--- src/rtl/cr16_pkg.sv ---
// Shared CR16 definitions: dump-engine state encoding, PSR index and PSR flag bit positions.
// Also used by the register-file and debug-decoder code.
package cr16_pkg;

  typedef enum logic [2:0] {
    IDLE,
    READ,
    SEND,
    DONE,
    CSUM
  } dump_state_t;

  localparam int PSR_IDX = 15;

  localparam int FLAG_C = 0;
  localparam int FLAG_L = 2;
  localparam int FLAG_F = 5;
  localparam int FLAG_Z = 6;
  localparam int FLAG_N = 7;

endpackage

--- src/rtl/rf_dump_out_reg.sv ---
// Output holding register for debug streamers: loads a word, holds it stable under
// back-pressure and drops valid once the consumer takes it.
module rf_dump_out_reg #(
  parameter int DATA_WIDTH = 16,
  parameter int ADDR_WIDTH = 4
) (
  input  logic                  clk,
  input  logic                  reset,
  input  logic                  load,
  input  logic [DATA_WIDTH-1:0] load_data,
  input  logic [ADDR_WIDTH-1:0] load_addr,
  input  logic                  load_last,
  input  logic                  out_ready,
  output logic                  out_valid,
  output logic [DATA_WIDTH-1:0] out_data,
  output logic [ADDR_WIDTH-1:0] out_addr,
  output logic                  out_last
);

  logic                  valid_reg;
  logic [DATA_WIDTH-1:0] data_reg;
  logic [ADDR_WIDTH-1:0] addr_reg;
  logic                  last_reg;

  // A load wins over a same-cycle transfer so a follow-on word can replace the one leaving.
  always_ff @(posedge clk) begin
    if (reset) begin
      valid_reg <= 1'b0;
      data_reg  <= '0;
      addr_reg  <= '0;
      last_reg  <= 1'b0;
    end else if (load) begin
      valid_reg <= 1'b1;
      data_reg  <= load_data;
      addr_reg  <= load_addr;
      last_reg  <= load_last;
    end else if (valid_reg && out_ready) begin
      valid_reg <= 1'b0;
      last_reg  <= 1'b0;
    end
  end

  assign out_valid = valid_reg;
  assign out_data  = data_reg;
  assign out_addr  = addr_reg;
  assign out_last  = last_reg;

endmodule

--- src/rtl/rf_dump_reader.sv ---
// Register-file dump engine: walks FIRST_REG..LAST_REG through one read port and streams each word.
// Define RF_DUMP_CHECKSUM_EN to append an XOR checksum word after the last register.
module rf_dump_reader
  import cr16_pkg::*;
#(
  parameter int DATA_WIDTH = 16,
  parameter int REGBITS    = 4,
  parameter int FIRST_REG  = 0,
  parameter int LAST_REG   = 15
) (
  input  logic                  clk,
  input  logic                  reset,
  input  logic                  start,
  output logic                  busy,
  output logic                  done,
  output logic [REGBITS-1:0]    rf_addr,
  input  logic [DATA_WIDTH-1:0] rf_rd_data,
  output logic                  out_valid,
  input  logic                  out_ready,
  output logic [DATA_WIDTH-1:0] out_data,
  output logic [REGBITS-1:0]    out_addr,
  output logic                  out_last
);

  localparam logic [REGBITS-1:0] FIRST_ADDR = REGBITS'(FIRST_REG);
  localparam logic [REGBITS-1:0] LAST_ADDR  = REGBITS'(LAST_REG);

  dump_state_t           state_reg;
  logic [REGBITS-1:0]    rf_addr_reg;
  logic                  busy_reg;
  logic                  done_reg;
  logic                  fire;
  logic                  at_last;
  logic                  load;
  logic [DATA_WIDTH-1:0] load_data;
  logic [REGBITS-1:0]    load_addr;
  logic                  load_last;

`ifdef RF_DUMP_CHECKSUM_EN
  logic [DATA_WIDTH-1:0] csum_reg;
`endif

  assign fire    = out_valid && out_ready;
  // Termination is by address compare so LAST_REG at the top of the range never wraps.
  assign at_last = (rf_addr_reg == LAST_ADDR);

  always_comb begin
    load      = 1'b0;
    load_data = rf_rd_data;
    load_addr = rf_addr_reg;
`ifdef RF_DUMP_CHECKSUM_EN
    load_last = 1'b0;
`else
    load_last = at_last;
`endif
    if (state_reg == READ) begin
      load = 1'b1;
    end
`ifdef RF_DUMP_CHECKSUM_EN
    else if (state_reg == SEND && fire && at_last) begin
      load      = 1'b1;
      load_data = csum_reg;
      load_addr = '0;
      load_last = 1'b1;
    end
`endif
  end

  always_ff @(posedge clk) begin
    if (reset) begin
      state_reg   <= IDLE;
      rf_addr_reg <= '0;
      busy_reg    <= 1'b0;
      done_reg    <= 1'b0;
`ifdef RF_DUMP_CHECKSUM_EN
      csum_reg    <= '0;
`endif
    end else begin
      case (state_reg)
        IDLE: begin
          done_reg <= 1'b0;
          if (start) begin
            state_reg   <= READ;
            rf_addr_reg <= FIRST_ADDR;
            busy_reg    <= 1'b1;
`ifdef RF_DUMP_CHECKSUM_EN
            csum_reg    <= '0;
`endif
          end
        end
        READ: begin
          state_reg <= SEND;
`ifdef RF_DUMP_CHECKSUM_EN
          csum_reg  <= csum_reg ^ rf_rd_data;
`endif
        end
        SEND: begin
          if (fire) begin
            if (at_last) begin
`ifdef RF_DUMP_CHECKSUM_EN
              state_reg <= CSUM;
`else
              state_reg <= DONE;
              done_reg  <= 1'b1;
`endif
            end else begin
              rf_addr_reg <= rf_addr_reg + REGBITS'(1);
              state_reg   <= READ;
            end
          end
        end
        CSUM: begin
          if (fire) begin
            state_reg <= DONE;
            done_reg  <= 1'b1;
          end
        end
        DONE: begin
          state_reg <= IDLE;
          done_reg  <= 1'b0;
          busy_reg  <= 1'b0;
        end
        default: begin
          state_reg <= IDLE;
          done_reg  <= 1'b0;
          busy_reg  <= 1'b0;
        end
      endcase
    end
  end

  rf_dump_out_reg #(
    .DATA_WIDTH (DATA_WIDTH),
    .ADDR_WIDTH (REGBITS)
  ) u_out_reg (
    .clk       (clk),
    .reset     (reset),
    .load      (load),
    .load_data (load_data),
    .load_addr (load_addr),
    .load_last (load_last),
    .out_ready (out_ready),
    .out_valid (out_valid),
    .out_data  (out_data),
    .out_addr  (out_addr),
    .out_last  (out_last)
  );

  assign busy    = busy_reg;
  assign done    = done_reg;
  assign rf_addr = rf_addr_reg;

endmodule

--- config.mk ---
export PLATFORM = sky130hd
export DESIGN_NAME = rf_dump_reader
export DESIGN_NICKNAME = d
export VERILOG_FILES = /design/src/rtl/cr16_pkg.sv /design/src/rtl/rf_dump_out_reg.sv /design/src/rtl/rf_dump_reader.sv
export SDC_FILE = /design/constraint.sdc
export NUM_CORES = 1
export LEC_CHECK = 0
export ABC_AREA = 1
export CAP_MARGIN = 20
export CORE_ASPECT_RATIO = 1.75
export CORE_UTILIZATION = 43
export CTS_CLUSTER_SIZE = 10
export DETAILED_ROUTE_END_ITERATION = 7
export GPL_TIMING_DRIVEN = 0
export PLACE_DENSITY = 0.77
export SYNTH_ARGS = -nofsm -noshare
export SYNTH_HDL_FRONTEND = slang
export SYNTH_SLANG_ARGS = --single-unit
--- constraint.sdc ---
create_clock -name clk -period 1.8 [get_ports clk]
set_input_delay 0.36 -clock clk [delete_from_list [all_inputs] [get_ports clk]]
set_output_delay 0.36 -clock clk [all_outputs]
set_load 0.05 [all_outputs]
==> results of run 1 <==
==> kinds of logic (layout without fill, tap and decap cells) <==
group                      count (synthesis)  in the layout  share of synthesized area
xor gates and xnor gates                   1              1                    0.00702
DFF                                       30             30                      0.481
buffers and inverters                     18             73                     0.0591
adders and majority gates                  5              5                     0.0501
AOI/OAI and AO/OA                         32             32                      0.134
and+or+nand+nor                           75             75                      0.269
==> through the flow <==
step                       util  std cells  total power (uW)
after CTS                 0.672        243              3590
after floorplan               -        161              2440
after global routing      0.686        243              3770
after global placement    0.644        235              3030
after detailed placement  0.644        235              3070
final                     0.686        243              3560
==> final cells by class <==
cell class | count | area (um^2)
Fill cell | 226 | 855
Timing Repair Buffer | 47 | 493
Buffer | 6 | 28.8
Tap cell | 27 | 33.8
Inverter | 12 | 45.0
Clock inverter | 1 | 5.00
Multi-Input combinational cell | 113 | 574
Clock buffer | 7 | 86.3
Sequential cell | 30 | 601
==> where the power goes <==
group / internal (uW) / switching, uW
logic: 586 / 1370
clock network: 308 / 264
registers: 900 / 132
==> routing by layer <==
metal / track usage / up-vias
li1: - / 620
met1: 0.229 / 560
met2: 0.375 / 41
met3: 0.0909 / 8
met4: 0.170 / 0
met5: 0 / -
==> cell usage after synthesis <==
master,instances,area share
a21oi_1,8,0.032
a31oi_1,1,0.0050
buf_2,5,0.020
clkbuf_1,1,0.0030
dfxtp_1,30,0.48
ha_1,5,0.050
inv_1,10,0.030
inv_2,2,0.0060
nand2_1,17,0.051
nand2_2,2,0.010
nand2_4,1,0.0090
nand3_1,4,0.016
nand3_2,1,0.0080
nand3_4,1,0.014
nor2_1,46,0.14
nor2_4,2,0.018
nor3_1,1,0.0040
o21ai_0,20,0.080
o21ai_1,2,0.0080
o221a_2,1,0.0090
xnor2_1,1,0.0070
==> final timing paths <==
check / startpoint / end / slack (ps) / cells after the start
worst max-delay path: u_out_reg.out_data[2] / out_data[2] / 30 / 1
worst min register to register: done / done / 470 / 2
worst max register to register: state_reg[0] / rf_addr[3] / 330 / 8
worst min-delay path: done / done / 470 / 2
==> repair_timing <==
action / CTS / global route
setup endpoints to repair: 12 / 15
resized for setup: 12 / 15
hold buffers: 0 / 0
==> impl_metrics.yaml, run 1 <==
cells_and_area:
  largest_reg_flops: 16
  fin_area_um2: 1870
  layout_common_cells: "nor2_1 (46), dfxtp_1 (30), o21ai_0 (20), clkdlybuf4s50_1 (20), nand2_1 (17)"
  syn2layout_area_growth_pct: 49.5
  final_common_cell: "nor2_1"
  diodes: 0
  nets: 240
  drive_above_1_share: 0.102
global_route:
  grt_overflow: 0
  antenna_found_initial: 0
  first_global_vias: 1223
  grt_pass1_wl_um: 5280
  grt_use_total: 0.230
  grt_max_degree: 11
placement:
  gp_congestion: 0.754
  dp_hpwl_um: 2320
  post-place-ws_ps: 125
  dpl_cell_area_um2: 1750
  numPortBuffers: 47
logic_synthesis:
  synthCells: 161
  synth_area_um2: 1250
  ys.warnings.count: 0
  avgSynthCellArea_um2: 7.76
  ys_types: 21
  synth-seq-cells: 30
  syn-num-nets: 186
  seq_area_frac_synth: 0.481
critical_path:
  worstPathMaxFanout: 2
  path_cells: "clkdlybuf4s50_1"
  slowest_delay_ps: 800
  crit_type: "flip-flop to output port"
  crit_slowest_cell: "clkdlybuf4s50_1"
  critical_path.top_delay_family: "buffers and inverters"
  crit_required_ps: 1440
  arrival_ps: 1410
  cp_num_buf_inv: 1
  end_kind: "output port"
  start_kind: "flip-flop"
sta:
  relSlewSlack: 0.644
  skew_ps: 3.16
  fin_tns_setup_ps: 0
  hold_violations: 0
  fmax_ghz: 0.565
  min_period_ps: 1770
  setup_violations: 0
  worstMarginPinSlew_ps: 533
  finalCritPeriodShare: 0.983
  whs_ps: 471
  layout_setup_ws_ps: 30.5
  rsz0062_at_grt: "no"
  maxSlewViolCount: 0
detailed_routing:
  initialDrtViolationCount: 13
  post-route-drc-count: 0
  met3_length_um: 207
  wl_per_cell_um: 13.0
  routed_wl_um: 3150
  met2WireLength_um: 1650
  num_vias: 1229
  avgViaCountPerCell: 5.06
  ant_nets: 0
  highest_layer: "met4"
  wl_met1_um: 1200
  dr.pass1.iters: 4
power_and_ir_drop:
  p_per_area_nw_per_um2: 1910
  ir_worst_vdd_mv: 1.16
  leakage_uw: 0.00109
cts:
  insertion_delay_ps: 290
  clockBufferDepth: 2
  htreeDepth: 2
  root_buffer: "clkbuf_8"
  post_cts_buffers: 0
  clkSinkCount: 30
  cts_buffers: 5
  clk_pin_slew_worst_paths_ps: 70
  cts_tree: "yes"
floorplanning:
  start_util: 0.459
  die_w_um: 42.7
  ios: 48
  rows: 25
  die_area_um2: 3130
  fp.coreArea_um2: 2720
  die_y_um: 73.3
job:
  maxCapViolCount: 0
hold_path:
  hp-class: "flip-flop to flip-flop"
run_status:
  outcome: "completed"
No activity file was read; power rests on OpenSTA's default activity.
==> run 2: changes to the inputs <==
- CTS_CLUSTER_DIAMETER: not set -> 120
- clock period: 1.8 -> 2 ns (I/O delays scaled with it)
==> impl_metrics.yaml, run 2 (synthesized netlist as in run 1, its figures left out) <==
sta:
  finalCritPeriodShare: 0.963
  rsz0062_at_grt: "no"
  fin_tns_setup_ps: 0
  fmax_ghz: 0.519
  maxSlewViolCount: 0
  min_period_ps: 1930
  relSlewSlack: 0.646
  worstMarginPinSlew_ps: 530
  skew_ps: 2.78
  setup_violations: 0
  hold_violations: 0
hold_path:
  hp-start: "done"
  hp-class: "flip-flop to flip-flop"
cts:
  htreeDepth: 2
  clockBufferDepth: 2
  cts_buffers: 5
  cts_tree: "yes"
  insertion_delay_ps: 290
  root_buffer: "clkbuf_8"
  clk_pin_slew_worst_paths_ps: 60
  cts_hold_buf: 0
  clkSinkCount: 30
detailed_routing:
  met2WireLength_um: 1610
  wl_met1_um: 1180
  highest_layer: "met4"
  avgViaCountPerCell: 5.03
  routed_wl_um: 3090
  wl_per_cell_um: 12.7
  met3_length_um: 212
  ant_nets: 0
  num_vias: 1222
  initialDrtViolationCount: 19
  dr.pass1.iters: 4
  post-route-drc-count: 0
cells_and_area:
  nFillCells: 231
  final_common_cell: "nor2_1"
  nets: 240
  syn2layout_area_growth_pct: 48.1
  layout_common_cells: "nor2_1 (46), clkdlybuf4s50_1 (45), dfxtp_1 (30), o21ai_0 (20), nand2_1 (17)"
  diodes: 0
  drive_above_1_share: 0.102
  utilization: 0.680
  largest_reg_flops: 16
floorplanning:
  die_y_um: 73.3
  fp.coreArea_um2: 2720
  ios: 48
  die_w_um: 42.7
  die_area_um2: 3130
  rows: 25
  start_util: 0.459
critical_path:
  r2r_start: "state_reg[0]"
  path_cells: "clkdlybuf4s50_1"
  arrival_ps: 1530
  crit_path_start: "rf_addr[1]"
  slowest_delay_ps: 840
  critical_path.top_delay_family: "buffers and inverters"
  crit_slowest_cell: "clkdlybuf4s50_1"
  cp_num_buf_inv: 1
  crit_type: "flip-flop to output port"
  worstPathMaxFanout: 5
  start_kind: "flip-flop"
  end_kind: "output port"
  crit_required_ps: 1600
power_and_ir_drop:
  p_per_area_nw_per_um2: 1770
  leakage_uw: 0.000827
  ir_worst_vdd_mv: 1.17
global_route:
  first_global_vias: 1223
  antenna_found_initial: 0
  grt_overflow: 0
  grt_pass1_wl_um: 5290
  grt_use_total: 0.230
  grt_max_degree: 11
run_status:
  outcome: "completed"
placement:
  numPortBuffers: 47
  gp_congestion: 0.754
  dp_hpwl_um: 2320
job:
  maxCapViolCount: 0
## run 2: changes by cell type in the layout (fill, tap and decap cells not counted), sizes merged
cell | before | now
clkdlybuf4s50 | 20 | 45
dlygate4sd2 | 12 | 0
dlymetal6s2s | 15 | 2
## run 2: layout make-up
cell class | instances | area, um^2 | area share
Tap cell | 27 | 33.8 | 0.0183
Multi-Input combinational cell | 113 | 574 | 0.311
Sequential cell | 30 | 601 | 0.325
Clock buffer | 7 | 86.3 | 0.0467
Buffer | 6 | 28.8 | 0.0156
Timing Repair Buffer | 47 | 475 | 0.257
Clock inverter | 1 | 5.00 | 0.00271
Inverter | 12 | 45.0 | 0.0244
## run 2: through the flow
step                      hold slack [ps]  instances  area (um^2)  total power [uW]  setup WS (ps)
after floorplan                       464        161         1250              2200            436
after global placement                451        235         1750              2720            322
after detailed placement              465        235         1750              2770            285
after CTS                             481        243         1840              3290           1.55
after global routing                  504        243         1850              3460           18.5
final                                 477        243         1850              3260           73.9
## run 2: metal layers
metal  vias to the layer above  GRT usage
li1                        620          -
met1                       556      0.227
met2                        38      0.375
met3                         8     0.0958
met4                         0      0.170
met5                         -          0
## run 2: path summary, 6_finish.rpt
| check | to | slack [ps] | cells past startpoint |
|---|---|---|---|
| worst max register to register | rf_addr[3] | 520 | 8 |
| worst max-delay path | rf_addr[1] | 70 | 1 |
| worst min-delay path | done | 480 | 2 |
| worst min register to register | done | 480 | 2 |
## run 2: report_power, final
group	switching (uW)	total (uW)	leakage (uW)	internal (uW)
logic	1230	1820	0.000533	589
clock network	235	512	0.0000482	277
registers	123	934	0.000246	810
## run 2: what timing repair did
| action | CTS | global route |
|---|---|---|
| endpoints found under the hold margin | 0 | 0 |
| resized for setup | 0 | 2 |
| setup endpoints to repair | 0 | 2 |
| setup buffers | 0 | 0 |
==> run 3: changes to the inputs <==
- ABC_AREA: 1 -> not set
- PLACE_DENSITY: 0.77 -> 0.76
==> impl_metrics.yaml, run 3 <==
sta:
  rsz0062_at_grt: "no"
  min_period_ps: 1910
  fmax_ghz: 0.522
  worstMarginPinSlew_ps: 508
  setup_violations: 0
  finalCritPeriodShare: 0.957
  skew_ps: 2.35
  fin_tns_setup_ps: 0
  relSlewSlack: 0.660
  maxSlewViolCount: 0
  hold_violations: 0
  whs_ps: 491
cts:
  root_buffer: "clkbuf_8"
  clockBufferDepth: 2
  htreeDepth: 2
  clkSinkCount: 30
  insertion_delay_ps: 270
  clk_pin_slew_worst_paths_ps: 60
  post_cts_buffers: 0
  cts_buffers: 5
  cts_hold_buf: 0
  cts_tree: "yes"
logic_synthesis:
  synth_area_leaders: "dfxtp_1 (47%), mux2i_1 (17%), nor2_1 (6.5%)"
  avgSynthCellArea_um2: 9.90
  synthCells: 128
  ys.warnings.count: 0
  synth_area_um2: 1270
  synth_top_area_cell: "dfxtp_1"
  synth.most_common_cell: "dfxtp_1"
  synth_ff_type: "dfxtp_1"
  synthArstFlopShare: 0
  synth_edf_count: 0
  synth.top_cell.area_share: 0.474
  syn-num-nets: 153
  ys_types: 32
  synth-seq-cells: 30
  seq_area_frac_synth: 0.474
  synth_common_cells: "dfxtp_1 (30), mux2i_1 (22), nor2_1 (22)"
cells_and_area:
  final_common_cell: "clkdlybuf4s50_1"
  syn2layout_area_growth_pct: 47.5
  largest_reg_flops: 16
  drive_above_1_share: 0.0656
  nets: 207
  layout_common_cells: "clkdlybuf4s50_1 (43), dfxtp_1 (30), mux2i_1 (22), nor2_1 (22), clkbuf_8 (6)"
  fin_area_um2: 1870
  diodes: 0
  utilization: 0.679
global_route:
  antenna_found_initial: 0
  grt_max_degree: 11
  grt_use_total: 0.200
  grt_overflow: 0
  first_global_vias: 1105
  grt_pass1_wl_um: 4800
floorplanning:
  start_util: 0.460
  die_w_um: 43.0
  rows: 25
  die_y_um: 73.8
  fp.coreArea_um2: 2750
  die_area_um2: 3180
  ios: 48
critical_path:
  slowest_delay_ps: 840
  r2r_setup_slack_ps: 250
  crit_slowest_cell: "clkdlybuf4s50_1"
  rr_worst_depth: 5
  critical_path.top_delay_family: "buffers and inverters"
  start_kind: "flip-flop"
  worstPathMaxFanout: 5
  arrival_ps: 1510
  path_cells: "clkdlybuf4s50_1"
  end_kind: "output port"
  reg2reg_to: "rf_addr[2]"
  crit_type: "flip-flop to output port"
  cp_num_buf_inv: 1
  r2r_start: "state_reg[0]"
  crit_required_ps: 1600
detailed_routing:
  wl_per_cell_um: 14.2
  initialDrtViolationCount: 20
  post-route-drc-count: 0
  num_vias: 1138
  routed_wl_um: 2990
  dr.pass1.iters: 4
  ant_nets: 0
  avgViaCountPerCell: 5.42
power_and_ir_drop:
  ir_worst_vdd_mv: 0.720
  leakage_uw: 0.000773
  p_per_area_nw_per_um2: 1160
placement:
  gp_congestion: 0.732
  numPortBuffers: 47
  dpl_cell_area_um2: 1770
  dp_hpwl_um: 2210
run_status:
  outcome: "completed"
hold_path:
  hp-class: "flip-flop to flip-flop"
  hold_end: "u_out_reg.out_data[13]"
  hp-start: "u_out_reg.out_data[13]"
  min_path_cells: 2
job:
  maxCapViolCount: 0
==> run 3: per-layer routing <==
| metal | wire length [um] | vias up | track usage | part of all wire |
|---|---|---|---|---|
| li1 | - | 558 | - | - |
| met1 | 1140 | 533 | 0.201 | 0.38 |
| met2 | 1620 | 44 | 0.382 | 0.54 |
| met3 | 188 | 3 | 0.0590 | 0.063 |
| met4 | 39 | 0 | 0.0606 | 0.013 |
| met5 | 0 | - | 0 | 0 |
==> run 3: report_power, final <==
part | switching [uW] | internal (uW)
logic | 570 | 368
registers | 59.1 | 688
clock network | 207 | 277
total | 836 | 1330
==> run 3: worst max-delay path by stage <==
stage / endpoint / depth (start not counted) / slack [ps] / start
6_report: out_valid / 1 / 90 / u_out_reg.out_valid
5_1_grt: out_valid / 1 / 50 / u_out_reg.out_valid
4_1_cts: rf_addr[0] / 1 / 30 / rf_addr[0]
3_5_place_dp: u_out_reg.out_data[9] / 4 / 40 / reset
3_3_place_gp: u_out_reg.out_addr[1] / 4 / 120 / reset
2_1_floorplan: state_reg[1] / 4 / 360 / rf_addr[0]
==> run 3: area by class of cell <==
cell class | instances | area [um^2]
sequential | 30 | 601
clock buffer | 7 | 86.3
fill | 241 | 883
inverter | 5 | 18.8
multi-input combinational | 87 | 623
timing repair buffer | 47 | 477
buffer | 6 | 25.0
tap | 27 | 33.8
clock inverter | 1 | 5.00
==> run 3: cells by family (layout without fill, tap and decap cells) <==
kind of cell,count (synthesis),count (layout),synth area share
mux,22,22,0.174
simple gates,40,40,0.148
flops,30,30,0.474
compound gates,20,20,0.120
fa+ha+maj,5,5,0.0494
buf+inv,11,66,0.0345
==> run 3: through the flow <==
stage | cells | power (uW) | setup WS (ps)
after floorplan | 128 | 1420 | 359
after global placement | 202 | 1660 | 116
after detailed placement | 202 | 1700 | 41.5
after CTS | 210 | 2190 | 31.8
after global routing | 210 | 2290 | 47.3
final | 210 | 2170 | 85.5
==> run 3: what timing repair did <==
action | in CTS | in global routing
resized for setup | 1 | 3
gates cloned | 0 | 0
setup endpoints to repair | 1 | 3
